**src/rtl/ro_pair_comparator.sv**
```systemverilog
// Ring-oscillator PUF counting side: selects two ROs from the challenge, counts their
// synchronized rising edges over a fixed window and reports which one ran faster.
module ro_pair_comparator #(
    parameter int CNT_W  = 16,
    parameter int WINDOW = 1000,
    parameter int SETTLE = 4
) (
    input  logic             clk_i,
    input  logic             rst_i,
    input  logic             start_i,
    input  logic [7:0]       challenge_i,
    input  logic             ro1_i,
    input  logic             ro2_i,
    output logic [3:0]       sel1_o,
    output logic [3:0]       sel2_o,
    output logic             busy_o,
    output logic             done_o,
    output logic             response_o,
    output logic             tie_o,
    output logic             sat_o,
    output logic [CNT_W-1:0] count1_o,
    output logic [CNT_W-1:0] count2_o
);

    localparam int TMAX = (WINDOW > SETTLE) ? WINDOW : SETTLE;
    localparam int TW   = $clog2(TMAX + 1);
    localparam logic [TW-1:0]    SETTLE_LAST = TW'(SETTLE);
    localparam logic [TW-1:0]    WINDOW_LAST = TW'(WINDOW - 1);
    localparam logic [CNT_W-1:0] CNT_MAX     = '1;

    typedef enum logic [2:0] {
        IDLE,
        SETTLING,
        COUNTING,
        COMPARING,
        FINISHED
    } state_t;

    state_t           state;
    logic [TW-1:0]    timer;
    logic [2:0]       ro1_sync;
    logic [2:0]       ro2_sync;
    logic [CNT_W-1:0] cnt1;
    logic [CNT_W-1:0] cnt2;
    logic             sat;
    logic             rise1;
    logic             rise2;

    // Sync chain is s1=[0], s2=[1], s3=[2]; an edge is seen when s2 rises above s3.
    assign rise1 = ro1_sync[1] & ~ro1_sync[2];
    assign rise2 = ro2_sync[1] & ~ro2_sync[2];

    always_ff @(posedge clk_i) begin
        if (rst_i) begin
            state      <= IDLE;
            timer      <= '0;
            ro1_sync   <= '0;
            ro2_sync   <= '0;
            cnt1       <= '0;
            cnt2       <= '0;
            sat        <= 1'b0;
            sel1_o     <= '0;
            sel2_o     <= '0;
            busy_o     <= 1'b0;
            done_o     <= 1'b0;
            response_o <= 1'b0;
            tie_o      <= 1'b0;
            sat_o      <= 1'b0;
            count1_o   <= '0;
            count2_o   <= '0;
        end else begin
            ro1_sync <= {ro1_sync[1:0], ro1_i};
            ro2_sync <= {ro2_sync[1:0], ro2_i};
            done_o   <= 1'b0;

            case (state)
                IDLE: begin
                    if (start_i) begin
                        sel1_o <= challenge_i[7:4];
                        sel2_o <= challenge_i[3:0];
                        cnt1   <= '0;
                        cnt2   <= '0;
                        sat    <= 1'b0;
                        timer  <= '0;
                        busy_o <= 1'b1;
                        state  <= SETTLING;
                    end
                end

                // The acceptance cycle only loads the new select, so settling
                // runs SETTLE further cycles after it (timer 0..SETTLE).
                SETTLING: begin
                    if (timer == SETTLE_LAST) begin
                        timer <= '0;
                        state <= COUNTING;
                    end else begin
                        timer <= timer + 1'b1;
                    end
                end

                COUNTING: begin
                    if (rise1) begin
                        if (cnt1 == CNT_MAX) sat <= 1'b1;
                        else                 cnt1 <= cnt1 + 1'b1;
                    end
                    if (rise2) begin
                        if (cnt2 == CNT_MAX) sat <= 1'b1;
                        else                 cnt2 <= cnt2 + 1'b1;
                    end
                    if (timer == WINDOW_LAST) begin
                        timer <= '0;
                        state <= COMPARING;
                    end else begin
                        timer <= timer + 1'b1;
                    end
                end

                COMPARING: begin
                    response_o <= (cnt1 > cnt2);
                    tie_o      <= (cnt1 == cnt2);
                    sat_o      <= sat;
                    count1_o   <= cnt1;
                    count2_o   <= cnt2;
                    busy_o     <= 1'b0;
                    done_o     <= 1'b1;
                    state      <= FINISHED;
                end

                FINISHED: begin
                    state <= IDLE;
                end

                default: begin
                    state <= IDLE;
                end
            endcase
        end
    end

endmodule
```
**config.mk**
```make
export PLATFORM = sky130hd
export DESIGN_NAME = ro_pair_comparator
export DESIGN_NICKNAME = d
export VERILOG_FILES = /design/src/rtl/ro_pair_comparator.sv
export SDC_FILE = /design/constraint.sdc
export NUM_CORES = 1
export LEC_CHECK = 0
export CAP_MARGIN = 15
export CORE_MARGIN = 1
export CORE_UTILIZATION = 50
export CTS_CLUSTER_SIZE = 16
export DETAILED_ROUTE_END_ITERATION = 12
export PLACE_DENSITY = 0.77
export SYNTH_ARGS = -nofsm -noshare
export SYNTH_HDL_FRONTEND = slang
export SYNTH_SLANG_ARGS = --single-unit
```
**constraint.sdc**
```tcl
create_clock -name clk_i -period 1.8 [get_ports clk_i]
set_input_delay 0.36 -clock clk_i [delete_from_list [all_inputs] [get_ports clk_i]]
set_output_delay 0.36 -clock clk_i [all_outputs]
set_load 0.01 [all_outputs]
```
* Yosys cells after proc, flatten, opt, wreduce, memory -nomap -nowiden
Cells that the tools add are included.
** Operators by class
- Mux-type cells :: 24
- $lt $le $gt $ge :: 1
- Reductions and logical operators :: 11
- Equality and inequality tests :: 15
- Add/subtract/negate cells :: 3
- Bitwise logic cells :: 4
** Operator list (count)
- $mux W16 :: 5
- $pmux W16 S2 :: 2
- $add A16 B1 Y16 const B :: 2
- $eq A16 B16 Y1 const B :: 2
- $mux W10 :: 3
- $pmux W10 S3 :: 1
- $eq A16 B16 Y1 :: 1
- $gt A16 B16 Y1 :: 1
- $ne A2 B2 Y1 const B :: 7
- $pmux W3 S4 :: 1
- $add A10 B1 Y10 const B :: 1
- $eq A10 B10 Y1 const B :: 1
- $eq A10 B3 Y1 const B :: 1
- $mux W3 :: 3
- $reduce_and A2 Y1 :: 4
- $reduce_and A4 Y1 :: 2
- $mux W1 :: 7
- $eq A3 B2 Y1 const B :: 2
- $pmux W1 S2 :: 2
- $reduce_bool A2 Y1 :: 2
- $eq A3 B1 Y1 const B :: 1
- $logic_not A3 Y1 :: 1
- $reduce_and A3 Y1 :: 1
- $reduce_bool A3 Y1 :: 1
- 2 further kinds :: 4
** Word-level totals
- Register bits :: 97
- Input bits :: 13
- Word-level logic and storage cells :: 74
- Output and inout bits :: 45

* Logic depth before layout (Yosys ltp)
Gate-level depths: netlist (run 1).
- Depth after elaboration :: 6
- Gate-level depth with buffers :: 8

* Worst setup path before layout (run 1)
OpenSTA, ideal clock, no wires.
- Kind :: register -> register
- Start point :: register timer[0]
- End point :: register timer[3]
- Clock period less this slack :: 1.829 ns
- Setup slack :: -0.029 ns
- Required time :: 1.683 ns
- Path buffers :: 1
- Arrival time :: 1.713 ns
- Cell stages (with the launch flop) :: 9
- Path through :: dfxtp_1 inv_1 ha_1 or4b_4 nor4_4 o22a_2 buf_6 nor2_1 o22a_1
** Between the ends
- Cells in the longest elaborated chain, start to end :: 3
- Elaborated cells between the ends (all ways) :: 6
- Classes of those cells :: add/sub: 1; eq/ne: 2; mux: 3
** Ends and longest elaborated chain
- start, declared :: RTL line 40 : logic [TW-1:0] timer;
- start signal, assigned :: RTL line 97 : timer <= timer + 1'b1;
- start signal, assigned :: RTL line 114 : timer <= timer + 1'b1;
- $add A10 B1 Y10, or another cell as far along :: RTL line 97, 114
- $mux W10 (on tied branches) :: RTL line 110, 93
- $pmux W10 S3 * :: RTL line 76 : case (state)
Every way passes the cells marked *; elsewhere a longest branch is shown, timed or not.
A chain may end at the register's enable or synchronous reset.

* Worst setup path after layout (run 1)
- Start point :: register timer[1]
- End point :: register timer[6]
The elaborated chain is that of the path after synthesis.

==> results.toml, run 1 <==
[floorplan]
core_area_um2 = 8720
num_rows = 34
die_w_um = 97.1
die_area_um2 = 9430
num_io_pins = 58
start_util_pct = 51.9
die_h_um = 97.1

[yosys]
synth_top_area_share_pct = 42.9
netlist_area_um2 = 4520
synthMuxAreaShare_pct = 0.692
synth_fp_nets = 587
synth.distinct_cells = 59
synth-compound-area-share_pct = 15.6
synth_most_common_cell = "nand2_1"
synth.area.top_cells = "dfxtp_1 43%, nand2_1 9.0%, a21oi_1 6.7%"
synth.avg_cell_area_um2 = 8.16
synth_xor_area_share_pct = 3.68
synth_edf_count = 0
synth-seq-area-share_pct = 42.9
yosys_register_bits = 97
ys_top_cells_by_count = "109 x nand2_1, 97 x dfxtp_1, 61 x a21oi_1"
syn_inst = 554
dominantRegCellSynth = "dfxtp_1"
synth_top_family_by_area = "simple AND/OR/NAND/NOR gates"
synth_largest_area_cell = "dfxtp_1"
async_flop_share_pct = 0
synth_adder_area_share_pct = 5.53
yosysWarnings = 0
synth-simple-area-share_pct = 26.9

[clock_network]
cts_tree = "yes"
numCtsBuffers = 9
htree_levels = 3
clk_pin_slew_ps = 100
clk_path_buf_depth = 2
cts_sinks = 97
postCtsHoldBufs = 0
clockRootBuffer = "clkbuf_8"
clkLatencyLatePin_ps = 360

[detailed_routing]
drt-vias-per-instance = 5.52
wl_met1_um = 5020
ant_nets = 0
drc = 0
dr.first_iter.drc_count = 260
wl_um = 11700
wl_met3_um = 510
dr_total_vias = 4374
top_layer_used = "met4"
detail_route.wl_per_cell_um = 14.7
wl_met2_um = 5850
dr.pass1.iters = 5

[critical_path]
worstPathRequired_ps = 2060
end_kind = "flop"
start_kind = "flop"
cp_top_family = "simple AND/OR/NAND/NOR gates"
cpPeakStageDelay_ps = 470
worst_path_max_delay_cell = "or4b_4"
path_class = "reg2reg"
crit_buf_inv = 2
worstPathMaxFanout = 5
arrival_ps = 2110
crit_path_cell_trace = "inv_2, ha_4, or4b_4, nor4_4, o22a_2, buf_6, o21ai_2, a21o_1"

[placement]
post-dp-hpwl_um = 8570
portBuffers = 57
dpl_worst_slack_ps = -258
gp_congestion = 0.969

[worst_hold_path]
hp-class = "in2reg"

[final_layout]
syn2layout_area_growth_pct = 34.8
drive_gt1_share_pct = 21.5
n_antenna_cell = 0
nNetsFinal = 712
filler_cell_count = 645

[sta]
period_needed_ps = 1850
final_max_slew_viol_count = 0
finalSetupViolations = 7
slew-limit-headroom_pct = 65.9
finalSetupTns_ps = -272
rsz0062_at_grt = "true"
fmax_mhz = 541
fin_crit_sh_pct = 103
tightest_slew_ps = 509
fin_worst_skew_ps = 13.4
hold_viol = 0
setup_ws_ps = -48.1

[global_route]
antenna_found_initial = 0
grt_first_pass_wirelength_um = 19000
grt_pass1_vias = 4194
grt_use_total_pct = 24.6
grt_overflow = 0
grt_max_degree = 39

[power_and_ir_drop]
ir_drop_uv = 489
pwr_density_cell_nw_per_um2 = 642
power_mw = 3.91
p_leak_nw = 2.34

[outcome]
status = "complete, but fails checks"
violations = "setup timing"

[flow_run]
cap_violations = 0
[area by class of cell]
class / count / area, um2 / area share [%]
clock inverter: 5 / 55.1 / 0.903
timing repair buffer: 144 / 1250 / 20.5
clock buffer: 11 / 141 / 2.32
sequential: 97 / 1950 / 32.0
tap: 108 / 135 / 2.22
multi-input combinational: 407 / 2490 / 40.8
inverter: 20 / 75.1 / 1.23
[cell families after synthesis]
| kind of cell | count (synthesis) |
|---|---|
| mux | 3 |
| xor+xnor | 19 |
| buf+inv | 50 |
| simple gates | 249 |
| compound gates | 116 |
| fa+ha+maj | 20 |
| flops | 97 |
[worst paths after layout]
kind / end / cells past startpoint / slack [ps] / from
max: timer[6] / 8 / -50 / timer[1]
min: count1_o[1] / 3 / 390 / rst_i
min reg2reg: ro2_sync[1] / 1 / 440 / ro2_sync[0]
max reg2reg: timer[6] / 8 / -50 / timer[1]
[power breakdown]
group          internal [mW]  total, mW  leakage (nW)  switching, mW
logic                  0.150      0.306          1.45          0.156
clock network          0.677       1.42        0.0953          0.744
registers               2.17       2.19         0.788         0.0171
total                   3.00       3.91          2.34          0.916
[per-stage QoR]
stage,cells,instance area [um2],utilization (%),hold WS [ps]
after floorplan,554,4530,-,414
after global placement,775,5770,66.1,423
after detailed placement,775,5770,66.1,423
after CTS,791,5990,68.7,372
after global routing,792,6100,69.9,404
final,792,6100,69.9,390
[repair_timing]
| item | 4_1_cts | 5_1_grt |
|---|---|---|
| endpoints found under the setup margin | 14 | 25 |
| gates resized for setup | 8 | 26 |
| pin swaps | 0 | 7 |
| setup buffers | 0 | 1 |
[registers in the layout, indices dropped and copies added (netlist names)]
| register | cells |
|---|---|
| cnt1 | 16 |
| cnt2 | 16 |
| count1_o | 16 |
| count2_o | 16 |
| timer | 10 |
| sel1_o | 4 |
| sel2_o | 4 |
| ro1_sync | 3 |
| ro2_sync | 3 |
| state | 3 |
| busy_o | 1 |
| done_o | 1 |
| response_o | 1 |
| sat | 1 |
| sat_o | 1 |
| tie_o | 1 |
[cell usage in the layout (no fill, tap or decap), types with 3 or more instances in the layout]
| cell type | n |
|---|---|
| inv_1 | 18 |
| a21oi_1 | 60 |
| a21o_1 | 8 |
| a211oi_1 | 6 |
| clkdlybuf4s50_1 | 56 |
| o21ai_1 | 4 |
| nor2_1 | 42 |
| or3_1 | 7 |
| o21ai_0 | 8 |
| nand2_1 | 109 |
| or2_2 | 3 |
| nor3b_1 | 3 |
| nand4_1 | 7 |
| buf_4 | 84 |
| nor4_1 | 6 |
| a31oi_1 | 3 |
| nor2b_1 | 12 |
| nand3_1 | 15 |
| a211oi_2 | 3 |
| dfxtp_1 | 89 |
| o21ai_2 | 3 |
| ha_1 | 19 |
| dfxtp_2 | 8 |
| and3_1 | 4 |
| clkbuf_8 | 10 |
| and4_1 | 3 |
| xnor2_1 | 19 |
| nor2_2 | 3 |
| nor3_1 | 10 |
[layer usage]
metal / up-vias / track usage [%]
met4: 0 / 9.99
met3: 28 / 3.38
met5: - / 0
li1: 2172 / -
met2: 121 / 42.8
met1: 2053 / 30.7
[worst reg2reg max path: cells and delay by family (launching register included)]
family	cells	cell delay, ps
AOI/OAI and AO/OA	3	470
buffers and inverters	2	200
and+or+nand+nor	2	630
DFF	1	330
adders and majority gates	1	110
Note: power is estimated with default switching activity, not from simulation.
==> run 2, diff against run 1 <==
CORE_MARGIN = 2   (was 1)
==> run 2 against run 1 <==
  * Clock skew is 7.9 ps lower
  * Worst hold slack better by 25 ps
  * Largest cell class unchanged
  * The flow still finishes with violations (setup timing)
  * Routed wire length is 1.7% higher
==> results.toml, run 2 (synthesized netlist as in run 1, its figures left out) <==
[critical_path]
cp_top_family = "simple AND/OR/NAND/NOR gates"
crit_buf_inv = 1
worstReg2RegStart = "timer[3]"
arrival_ps = 2120
worstPathRequired_ps = 2070
worstPathMaxFanout = 8
end_kind = "flop"
cpPeakStageDelay_ps = 460
r2r_end = "timer[4]"
path_class = "reg2reg"
rrSetupSlack_ps = -50
crit_path_cell_trace = "or3b_1, nor4_2, o22a_4, buf_6, o21ai_2, a21o_1"
r2r_cells = 6
worst_path_max_delay_cell = "or3b_1"
start_kind = "flop"

[power_and_ir_drop]
seqPwrFrac_pct = 53.2
ir_drop_uv = 429
p_leak_nw = 2.30
intPower_mw = 3.18
pwr_density_cell_nw_per_um2 = 676
p_clk_share_pct = 39.2
p_sw_mw = 0.926
sw_frac_of_total_pct = 22.6
p_comb_share_pct = 7.6

[floorplan]
start_util_pct = 51.6
num_rows = 34
die_area_um2 = 9820
die_w_um = 99.1
core_area_um2 = 8760
num_io_pins = 58
die_h_um = 99.1

[global_route]
grt_max_degree = 35
grt_pass1_vias = 4223
grt_overflow = 0
grt_use_total_pct = 23.5
antenna_found_initial = 0
grt_first_pass_wirelength_um = 19000

[detailed_routing]
detail_route.wl_per_cell_um = 15.2
ant_nets = 0
dr.first_iter.drc_count = 239
drt-vias-per-instance = 5.60
dr.pass1.iters = 5
drc = 0
dr_total_vias = 4380
wl_um = 11900

[outcome]
violations = "setup timing"
status = "complete, but fails checks"

[worst_hold_path]
holdPathStages = 3
min_delay_worst_endpoint = "count2_o[12]"
hp-class = "in2reg"
holdCritStartpoint = "rst_i"

[final_layout]
drive_gt1_share_pct = 20.5
seq_area_um2 = 1950
final_cell_mix = "109 x nand2_1, 91 x dfxtp_1, 71 x buf_4"
n_antenna_cell = 0
multiInputGateArea_um2 = 2510
syn2layout_area_growth_pct = 34.2
stdcell_area_um2 = 6070
nNetsFinal = 702
final_common_cell = "nand2_1"
filler_cell_count = 720
finish.utilization_pct = 69.3

[placement]
placed_cell_area_um2 = 5670
post-dp-hpwl_um = 8480
gp_congestion = 0.963
portBuffers = 57
dpl_worst_slack_ps = -324

[sta]
slew-limit-headroom_pct = 59.4
fin_crit_sh_pct = 103
tightest_slew_ps = 607
finalSetupViolations = 7
hold_viol = 0
setup_ws_ps = -48.3
period_needed_ps = 1850
final_max_slew_viol_count = 0
rsz0062_at_grt = "true"
fin_worst_skew_ps = 5.48
fmax_mhz = 541

[flow_run]
cap_violations = 0

[clock_network]
cts_tree = "yes"
clockRootBuffer = "clkbuf_8"
clkLatencyLatePin_ps = 370
htree_levels = 3
cts_sinks = 97
numCtsBuffers = 9
clk_pin_slew_ps = 90
clk_path_buf_depth = 2
[run 2: changes by cell type in the layout (fill, tap and decap cells not counted), sizes merged]
cell,previous run,this run
buf,88,77
bufinv,1,2
clkinvlp,2,1
or2,5,6
[run 2: routing by layer]
| layer | up-vias | wire length, um | track usage, % |
|---|---|---|---|
| li1 | 2142 | - | - |
| met1 | 2056 | 4970 | 28.7 |
| met2 | 153 | 5900 | 41.0 |
| met3 | 29 | 640 | 3.44 |
| met4 | 0 | 366 | 10.3 |
| met5 | - | 0 | 0 |
[run 2: worst register-to-register path, cell delays in order, from the launching register on]
cell and delay [ps]:
dfxtp_1 320, or3b_1 460, nor4_2 370, o22a_4 260, buf_6 130, o21ai_2 50
a21o_1 170
[run 2: per-stage QoR]
| step | setup TNS, ps | instances | power (mW) | hold WS, ps |
|---|---|---|---|---|
| global placement | -3140 | 762 | 2.51 | 416 |
| detailed placement | -4650 | 762 | 2.52 | 423 |
| global route | -1320 | 782 | 4.23 | 443 |
| floorplan | -32.5 | 554 | 2.38 | 414 |
| CTS | -453 | 779 | 4.11 | 413 |
| finish | -252 | 782 | 4.11 | 415 |
[run 2: how the worst max path moves through the flow]
stage / from / endpoint / cells past startpoint
floorplan: timer[0] / timer[3] / 8
global placement: start_i / cnt1[8] / 7
detailed placement: start_i / cnt1[8] / 7
CTS: timer[1] / timer[6] / 8
global route: timer[1] / timer[4] / 8
finish: timer[3] / timer[4] / 6
[run 2: area by class of cell]
| class | count | area share (%) |
|---|---|---|
| tap | 108 | 2.23 |
| clock inverter | 5 | 1.28 |
| timing repair buffer | 133 | 19.3 |
| inverter | 20 | 1.24 |
| sequential | 97 | 32.1 |
| multi-input combinational | 408 | 41.4 |
| clock buffer | 11 | 2.49 |
[run 2: timing repair]
action / CTS / global route
gates resized for setup: 12 / 24
hold buffers: 0 / 0
setup buffers: 1 / 2
cloned: 0 / 1
pin swaps: 3 / 4
setup endpoints to repair: 10 / 25
[run 2: power by group through the flow]
stage	logic, mW	clock network (mW)	registers (mW)
after floorplan	0.140	0	2.24
after global placement	0.278	0	2.23
after detailed placement	0.286	0	2.24
after CTS	0.297	1.62	2.19
after global routing	0.339	1.70	2.19
final	0.312	1.61	2.19
